## src/rtl/vga_tile_scanout_if.sv

```systemverilog
// Video-memory read port between the scanout engine (master) and the tile memory (slave).
interface vga_tile_scanout_if;
  logic [9:0] oReadAddress;
  logic [2:0] iReadData;

  modport master (output oReadAddress, input iReadData);
  modport slave  (input oReadAddress, output iReadData);
endinterface

```

## src/rtl/vga_tile_scanout.sv

```systemverilog
// VGA timing generator and tiled-memory scanout: 32x16-pixel tiles, 3-bit colour,
// with sync/blank delayed to line up with the memory read latency.
module vga_tile_scanout #(
  parameter int unsigned H_VISIBLE  = 640,
  parameter int unsigned H_FRONT    = 16,
  parameter int unsigned H_SYNC     = 96,
  parameter int unsigned H_BACK     = 48,
  parameter int unsigned V_VISIBLE  = 480,
  parameter int unsigned V_FRONT    = 10,
  parameter int unsigned V_SYNC     = 2,
  parameter int unsigned V_BACK     = 33,
  parameter int unsigned PIX_DIV    = 2,
  parameter int unsigned RD_LATENCY = 1
) (
  input  logic                        Clock,
  input  logic                        Reset,
  input  logic                        iEnable,
  vga_tile_scanout_if.master          memBus,
  output logic                        oHorizontalSync,
  output logic                        oVerticalSync,
  output logic                        oRed,
  output logic                        oGreen,
  output logic                        oBlue,
  output logic [9:0]                  oColumnCount,
  output logic [9:0]                  oRowCount,
  output logic                        oVBlank,
  output logic                        oFrameStart
);

  localparam int unsigned H_TOTAL = H_VISIBLE + H_FRONT + H_SYNC + H_BACK;
  localparam int unsigned V_TOTAL = V_VISIBLE + V_FRONT + V_SYNC + V_BACK;
  localparam int unsigned DIV_W   = (PIX_DIV > 1) ? $clog2(PIX_DIV) : 1;
  localparam int unsigned PIPE    = 1 + RD_LATENCY;

  localparam logic [9:0]       H_LAST   = 10'(H_TOTAL - 1);
  localparam logic [9:0]       V_LAST   = 10'(V_TOTAL - 1);
  localparam logic [9:0]       H_VIS    = 10'(H_VISIBLE);
  localparam logic [9:0]       V_VIS    = 10'(V_VISIBLE);
  localparam logic [9:0]       HS_FIRST = 10'(H_VISIBLE + H_FRONT);
  localparam logic [9:0]       HS_LAST  = 10'(H_VISIBLE + H_FRONT + H_SYNC - 1);
  localparam logic [9:0]       VS_FIRST = 10'(V_VISIBLE + V_FRONT);
  localparam logic [9:0]       VS_LAST  = 10'(V_VISIBLE + V_FRONT + V_SYNC - 1);
  localparam logic [DIV_W-1:0] DIV_LAST = DIV_W'(PIX_DIV - 1);

  logic [DIV_W-1:0] divCnt;
  logic [9:0]       col;
  logic [9:0]       row;
  logic             tick;
  logic             colLast;
  logic             rowLast;
  logic             hsNow;
  logic             vsNow;
  logic             actNow;
  logic [PIPE-1:0]  hsPipe;
  logic [PIPE-1:0]  vsPipe;
  logic [PIPE-1:0]  actPipe;

  always_comb begin
    tick    = iEnable && (divCnt == DIV_LAST);
    colLast = (col == H_LAST);
    rowLast = (row == V_LAST);
    hsNow   = (col >= HS_FIRST) && (col <= HS_LAST);
    vsNow   = (row >= VS_FIRST) && (row <= VS_LAST);
    actNow  = (col < H_VIS) && (row < V_VIS);
  end

  always_ff @(posedge Clock or negedge Reset) begin
    if (!Reset) begin
      divCnt      <= '0;
      col         <= '0;
      row         <= '0;
      oFrameStart <= 1'b0;
    end else begin
      oFrameStart <= tick && colLast && rowLast;
      if (iEnable) begin
        divCnt <= tick ? '0 : divCnt + DIV_W'(1);
      end
      if (tick) begin
        if (colLast) begin
          col <= '0;
          row <= rowLast ? '0 : row + 10'd1;
        end else begin
          col <= col + 10'd1;
        end
      end
    end
  end

  // Pipelines hold sync as active-high so every stage clears to 0 yet the pins reset high.
  always_ff @(posedge Clock or negedge Reset) begin
    if (!Reset) begin
      memBus.oReadAddress <= '0;
      hsPipe              <= '0;
      vsPipe              <= '0;
      actPipe             <= '0;
    end else begin
      memBus.oReadAddress <= {row[8:4], col[9:5]};
      hsPipe              <= {hsPipe[PIPE-2:0], hsNow};
      vsPipe              <= {vsPipe[PIPE-2:0], vsNow};
      actPipe             <= {actPipe[PIPE-2:0], actNow};
    end
  end

  always_comb begin
    oHorizontalSync          = ~hsPipe[PIPE-1];
    oVerticalSync            = ~vsPipe[PIPE-1];
    {oRed, oGreen, oBlue}    = actPipe[PIPE-1] ? memBus.iReadData : 3'b000;
    oColumnCount             = col;
    oRowCount                = row;
    oVBlank                  = (row >= V_VIS);
  end

endmodule

```

## src/flat_wrapper.sv

```systemverilog
// flat-port wrapper written by rule: the top's interface ports become plain ports
module vga_tile_scanout_flat 
#(
  parameter int unsigned H_VISIBLE  = 640,
  parameter int unsigned H_FRONT    = 16,
  parameter int unsigned H_SYNC     = 96,
  parameter int unsigned H_BACK     = 48,
  parameter int unsigned V_VISIBLE  = 480,
  parameter int unsigned V_FRONT    = 10,
  parameter int unsigned V_SYNC     = 2,
  parameter int unsigned V_BACK     = 33,
  parameter int unsigned PIX_DIV    = 2,
  parameter int unsigned RD_LATENCY = 1
)
  (Clock, Reset, iEnable, oHorizontalSync, oVerticalSync, oRed, oGreen, oBlue, oColumnCount, oRowCount, oVBlank, oFrameStart, memBus_oReadAddress, memBus_iReadData);
  vga_tile_scanout_if memBus_i ();
  input  logic Clock;
  input  logic Reset;
  input  logic iEnable;
  output logic oHorizontalSync;
  output logic oVerticalSync;
  output logic oRed;
  output logic oGreen;
  output logic oBlue;
  output logic [9:0] oColumnCount;
  output logic [9:0] oRowCount;
  output logic oVBlank;
  output logic oFrameStart;
  output wire logic [$bits(memBus_i.oReadAddress)-1:0] memBus_oReadAddress;
  input wire logic [$bits(memBus_i.iReadData)-1:0] memBus_iReadData;
  assign memBus_oReadAddress = memBus_i.oReadAddress;
  assign memBus_i.iReadData = memBus_iReadData;
  vga_tile_scanout #(.H_VISIBLE(H_VISIBLE), .H_FRONT(H_FRONT), .H_SYNC(H_SYNC), .H_BACK(H_BACK), .V_VISIBLE(V_VISIBLE), .V_FRONT(V_FRONT), .V_SYNC(V_SYNC), .V_BACK(V_BACK), .PIX_DIV(PIX_DIV), .RD_LATENCY(RD_LATENCY)) u_core (.Clock(Clock), .Reset(Reset), .iEnable(iEnable), .memBus(memBus_i), .oHorizontalSync(oHorizontalSync), .oVerticalSync(oVerticalSync), .oRed(oRed), .oGreen(oGreen), .oBlue(oBlue), .oColumnCount(oColumnCount), .oRowCount(oRowCount), .oVBlank(oVBlank), .oFrameStart(oFrameStart));
endmodule
```

## config.mk

```make
export PLATFORM = sky130hd
export DESIGN_NAME = vga_tile_scanout_flat
export DESIGN_NICKNAME = d
export VERILOG_FILES = /design/src/rtl/vga_tile_scanout_if.sv /design/src/rtl/vga_tile_scanout.sv /design/src/flat_wrapper.sv
export SDC_FILE = /design/constraint.sdc
export NUM_CORES = 1
export LEC_CHECK = 0
export CAP_MARGIN = 40
export CORE_MARGIN = 5
export CORE_UTILIZATION = 55
export CTS_CLUSTER_SIZE = 40
export DETAILED_ROUTE_END_ITERATION = 10
export DONT_BUFFER_PORTS = 1
export PLACE_DENSITY = 0.73
export SLEW_MARGIN = 20
export SYNTH_ARGS = -nofsm -noshare
export SYNTH_HDL_FRONTEND = slang
export SYNTH_SLANG_ARGS = --single-unit
```

## constraint.sdc

```tcl
create_clock -name Clock -period 5.3 [get_ports Clock]
set_input_delay 0.53 -clock Clock [delete_from_list [all_inputs] [get_ports Clock]]
set_output_delay 0.53 -clock Clock [all_outputs]
set_load 0.02 [all_outputs]
```

# [Word-level counts from Yosys, hierarchy flattened]
# Cells that the tools add are included.
[totals] regBits=38 input_bits=6 out_inout_bits=37 word_cells=33
[classes] n_addsub=3 order_cmp=7 eq_ne=2 muxes=4 n_bitwise=2 n_reduce_logical=7
[ops] cell="$add A10 B1 Y10 const B" count=2
[ops] cell="$eq A10 B10 Y1 const B" count=2
[ops] cell="$ge A10 B9 Y1 const B" count=2
[ops] cell="$mux W10" count=2
[ops] cell="$ge A10 B10 Y1 const B" count=1
[ops] cell="$le A10 B10 Y1 const B" count=1
[ops] cell="$le A10 B9 Y1 const B" count=1
[ops] cell="$lt A10 B10 Y1 const B" count=1
[ops] cell="$lt A10 B9 Y1 const B" count=1
[ops] cell="$logic_and A1 B1 Y1" count=6
[ops] cell="$mux W3" count=1
[ops] cell="$not A1 Y1" count=2
[ops] cell="$reduce_and A2 Y1" count=1
[ops] cell="$add A1 B1 Y1 const B" count=1
[ops] cell="$mux W1" count=1

# [Longest topological paths before layout]
[logic_depth] depth_word=3 ltp_mapped=6 ltp_nobuf=6

# [Worst setup path after synthesis]
# Ideal clock, no wire load.
[synth_path] kind="flip-flop to flip-flop" from="register u_core.col[7] (netlist: u_core.oColumnCount[7])" to="register u_core.row[9] (netlist: u_core.oRowCount[9])" arrival_time_ns=2.097 t_required_ns=5.223 path_slack_ns=3.126 path_stages_with_launch=7 synth_period_minus_slack_ns=2.174 cell_sequence="dfrtp_1 clkbuf_1 nand4b_4 or4_1 buf_2 or4_1 a21oi_1"
[synth_between] elab_chain_len=2
[synth_lines] item="from (decl)" line="vga_tile_scanout.sv:46" source="logic [9:0] col;"
[synth_lines] item="from (signal assigned)" line="vga_tile_scanout.sv:83" source="col <= col + 10'd1;"
[synth_lines] item="$eq A10 B10 Y1" line="vga_tile_scanout.sv:60" source="colLast = (col == H_LAST);"
[synth_lines] item="$reduce_and A2 Y1 (no line)"
[synth_lines] item="to (signal assigned)" line="vga_tile_scanout.sv:81" source="row <= rowLast ? '0 : row + 10'd1;"
[synth_lines] item="to (decl)" line="vga_tile_scanout.sv:47" source="logic [9:0] row;"
# No other way between the ends.
# A chain may end at the register's enable or synchronous reset.

# [Final worst setup path]
[layout_path] from="register u_core.col[0] (netlist: u_core.oColumnCount[0])" to="register u_core.row[9] (netlist: u_core.oRowCount[9])"
# The elaborated chain is that of the path after synthesis.

==> results.sh <==
export IMPL_netlist_instances=148
export IMPL_synth_cell_types=33
export IMPL_worstSetupEndpointType="flop"
export IMPL_setup_ws_ns=2.930
export IMPL_port_buffers=0
export IMPL_cts_buffers=5
export IMPL_layout_drive_gt1_share_pct=6.667
export IMPL_fin_cells=181
export IMPL_antenna_found_initial=0
export IMPL_crit_chain="ha_1 > nand2_1 > or4_1 > or4_1 > a21oi_1"
export IMPL_grt_max_degree=39
export IMPL_final_common_cell="dfrtp_1"
export IMPL_drtIter0Drc=42
export IMPL_clock_fmax_ghz=0.4220
export IMPL_initial_core_util_pct=58.21
export IMPL_dr_pass1_iters=4
export IMPL_wirelength_um=3068
export IMPL_dpl_worst_slack_ns=2.969
export IMPL_synthXorXnorAreaFrac_pct=7.510
export IMPL_hold_path_class="primary input to asynchronous set/reset pin"
export IMPL_worstSetupStartpointType="flop"
export IMPL_synth_top_family_by_area="simple AND/OR/NAND/NOR gates"
export IMPL_layout_common_cells="dfrtp_1 (38), nor2_1 (12), nand3_1 (11), nand2_1 (11), xnor2_1 (8)"
export IMPL_synth_nets=158
export IMPL_fillers=244
export IMPL_synthAdderAreaFrac_pct=3.065
export IMPL_multiInputGateArea_um2=629.4
export IMPL_crit_path_top_delay_cell="dfrtp_1"
export IMPL_crit_family="simple AND/OR/NAND/NOR gates"
export IMPL_slowest_delay_ns=0.59
export IMPL_vias_per_cell=6.055
export IMPL_leakagePower_nw=0.8178
export IMPL_syn_area_per_cell_um2=11.03
export IMPL_synth_simple_area_share_pct=22.99
export IMPL_crit_top_cell="or4_1"
export IMPL_areaGrowthSynthToFinish_pct=4.904
export IMPL_fin_crit_sh_pct=44.71
export IMPL_coreArea_um2=2805
export IMPL_power_density_nw_per_um2=339.5
export IMPL_postCtsSetupBuffers=0
export IMPL_syn_area_um2=1633
export IMPL_synth_edf_count=0
export IMPL_fp_dieW_um=64.49
export IMPL_synth_main_ff_cell="dfrtp_1"
export IMPL_crit_required_ns=5.57
export IMPL_row_count=19
export IMPL_drc_errors=0
export IMPL_insertedDiodeCount=0
export IMPL_io_pins=43
export IMPL_worst_pin_slew_ns=0.5866
export IMPL_status="finished clean"
export IMPL_cts_root_buffer="clkbuf_4"
export IMPL_worst_ir_drop_vdd_uv=295.0
export IMPL_drv_slew=0
export IMPL_worst_path_buf_inv=0
export IMPL_cts_buffer_depth=2
export IMPL_synth_seq_cells=38
export IMPL_area_sequential_um2=950.9
export IMPL_finalHoldViolCount=0
export IMPL_finalClockSkew_ns=0.004416
export IMPL_ys_warn_count=0
export IMPL_path_max_fanout=8
export IMPL_synth_seq_area_share_pct=58.24
export IMPL_clock_sinks=38
export IMPL_die_area_um2=4158
export IMPL_clk_pin_slew_ns=0.11
export IMPL_first_global_vias=1135
export IMPL_setup_viol=0
export IMPL_dp_hpwl_um=2152
export IMPL_setup_tns_ns=0
export IMPL_htreeDepth=2
export IMPL_crit_arrival_ns=2.64
export IMPL_dr_total_vias=1096
export IMPL_clk_latency_ns=0.33
export IMPL_dp_cells=173
export IMPL_crit_type="flop to flop"
export IMPL_min_period_ns=2.370
export IMPL_die_h_um=64.49
export IMPL_max_slew_margin_rel_pct=60.53
export IMPL_gp_congestion=0.8076
export IMPL_wl_per_cell_um=16.95
export IMPL_cts_tree="built"
export IMPL_rsz0062_at_grt="no"
export IMPL_synth_compound_area_share_pct=4.368
export IMPL_gr_total_overflow=0
export IMPL_muxShareOfSynthArea_pct=0.6130
export IMPL_grt_pass1_wl_um=5271
export IMPL_grt_usage_pct=16.61
export IMPL_fin_nets=160
export IMPL_ys_async_sr_fraction_pct=100.0
export IMPL_holdWs_ns=0.01528
export IMPL_max_cap_violations=0
export IMPL_ant_nets=0
==> cell type report <==
cell class                      count  area share [%]
Clock inverter                      2          0.5844
Multi-Input combinational cell     97           36.74
Inverter                            6           1.315
Clock buffer                        5           2.191
Tap cell                           31           2.264
Sequential cell                    38           55.52
Timing Repair Buffer                2           1.388
==> final timing paths <==
| check | from | end | slack, ns | cells after the start |
|---|---|---|---|---|
| max | u_core.oColumnCount[0] | u_core.oRowCount[9] | 2.93 | 5 |
| min | Reset | u_core.oRowCount[8] | 0.02 | 1 |
| max reg2reg | u_core.oColumnCount[0] | u_core.oRowCount[9] | 2.93 | 5 |
| min reg2reg | u_core.hsPipe[0] | u_core.hsPipe[1] | 0.36 | 0 |
| max in group asynchronous | Reset | u_core.oRowCount[0] | 5.11 | 1 |
| min in group Clock | iEnable | u_core.divCnt | 0.27 | 1 |
==> cells by family after synthesis <==
family	Yosys count
compound gates	11
xor+xnor	14
fa+ha+maj	4
buf+inv	13
flops	38
mux	1
simple gates	67
==> routing by layer <==
metal / routed length, µm / vias up / share of wire (%) / track usage, %
met5: 0 / - / 0 / 0
met4: 74 / 0 / 2.4 / 9.763
met2: 1421 / 41 / 46 / 25.64
met3: 272 / 9 / 8.9 / 5.872
li1: - / 520 / - / -
met1: 1300 / 526 / 42 / 20.16
==> flip-flops by register name (all words and copies together) (netlist names) <==
signal and flops:
u_core.vsPipe 2, u_core.oColumnCount 10, u_core.divCnt 1, u_core.oFrameStart 1
u_core.memBus.oReadAddress 10, u_core.oRowCount 10, u_core.actPipe 2, u_core.hsPipe 2
==> cells in the mapped netlist, drive strengths merged, types with 2 or more instances <==
library cell / count / area share, %
nand4: 7 / 2.7
clkbuf: 4 / 0.92
inv: 6 / 1.4
ha: 4 / 3.1
nor3: 3 / 0.92
nand3: 11 / 3.4
nor4: 5 / 1.9
or2: 2 / 0.77
and2: 3 / 1.1
nor2: 12 / 2.8
dfrtp: 38 / 58
o21ai: 3 / 0.92
or4: 2 / 0.92
xor2: 6 / 3.2
xnor2: 8 / 4.3
and3: 3 / 1.1
nand2: 11 / 2.5
o31ai: 2 / 0.92
a21oi: 2 / 0.61
nor4bb: 2 / 1.2
buf: 3 / 0.92
==> timing repair <==
| action | CTS | global route |
|---|---|---|
| hold buffers | 1 | 0 |
| gates resized for setup | 0 | 0 |
| hold endpoints to repair | 38 | 0 |
==> power breakdown <==
part	switching, W	leakage, nW	internal [W]
registers	0.0000686	0.501	0.000310
logic	0.0000348	0.286	0.0000286
clock network	0.0000914	0.0308	0.0000477
==> metrics by stage <==
stage	power (W)	area, µm²	utilization (%)
2_1_floorplan	0.0004250	1633	-
3_3_place_gp	0.0004354	1642	58.52
3_5_place_dp	0.0004410	1645	58.65
4_1_cts	0.0005852	1713	61.06
5_1_grt	0.0006154	1713	61.06
6_report	0.0005815	1713	61.06
(Power assumes the default switching activity.)
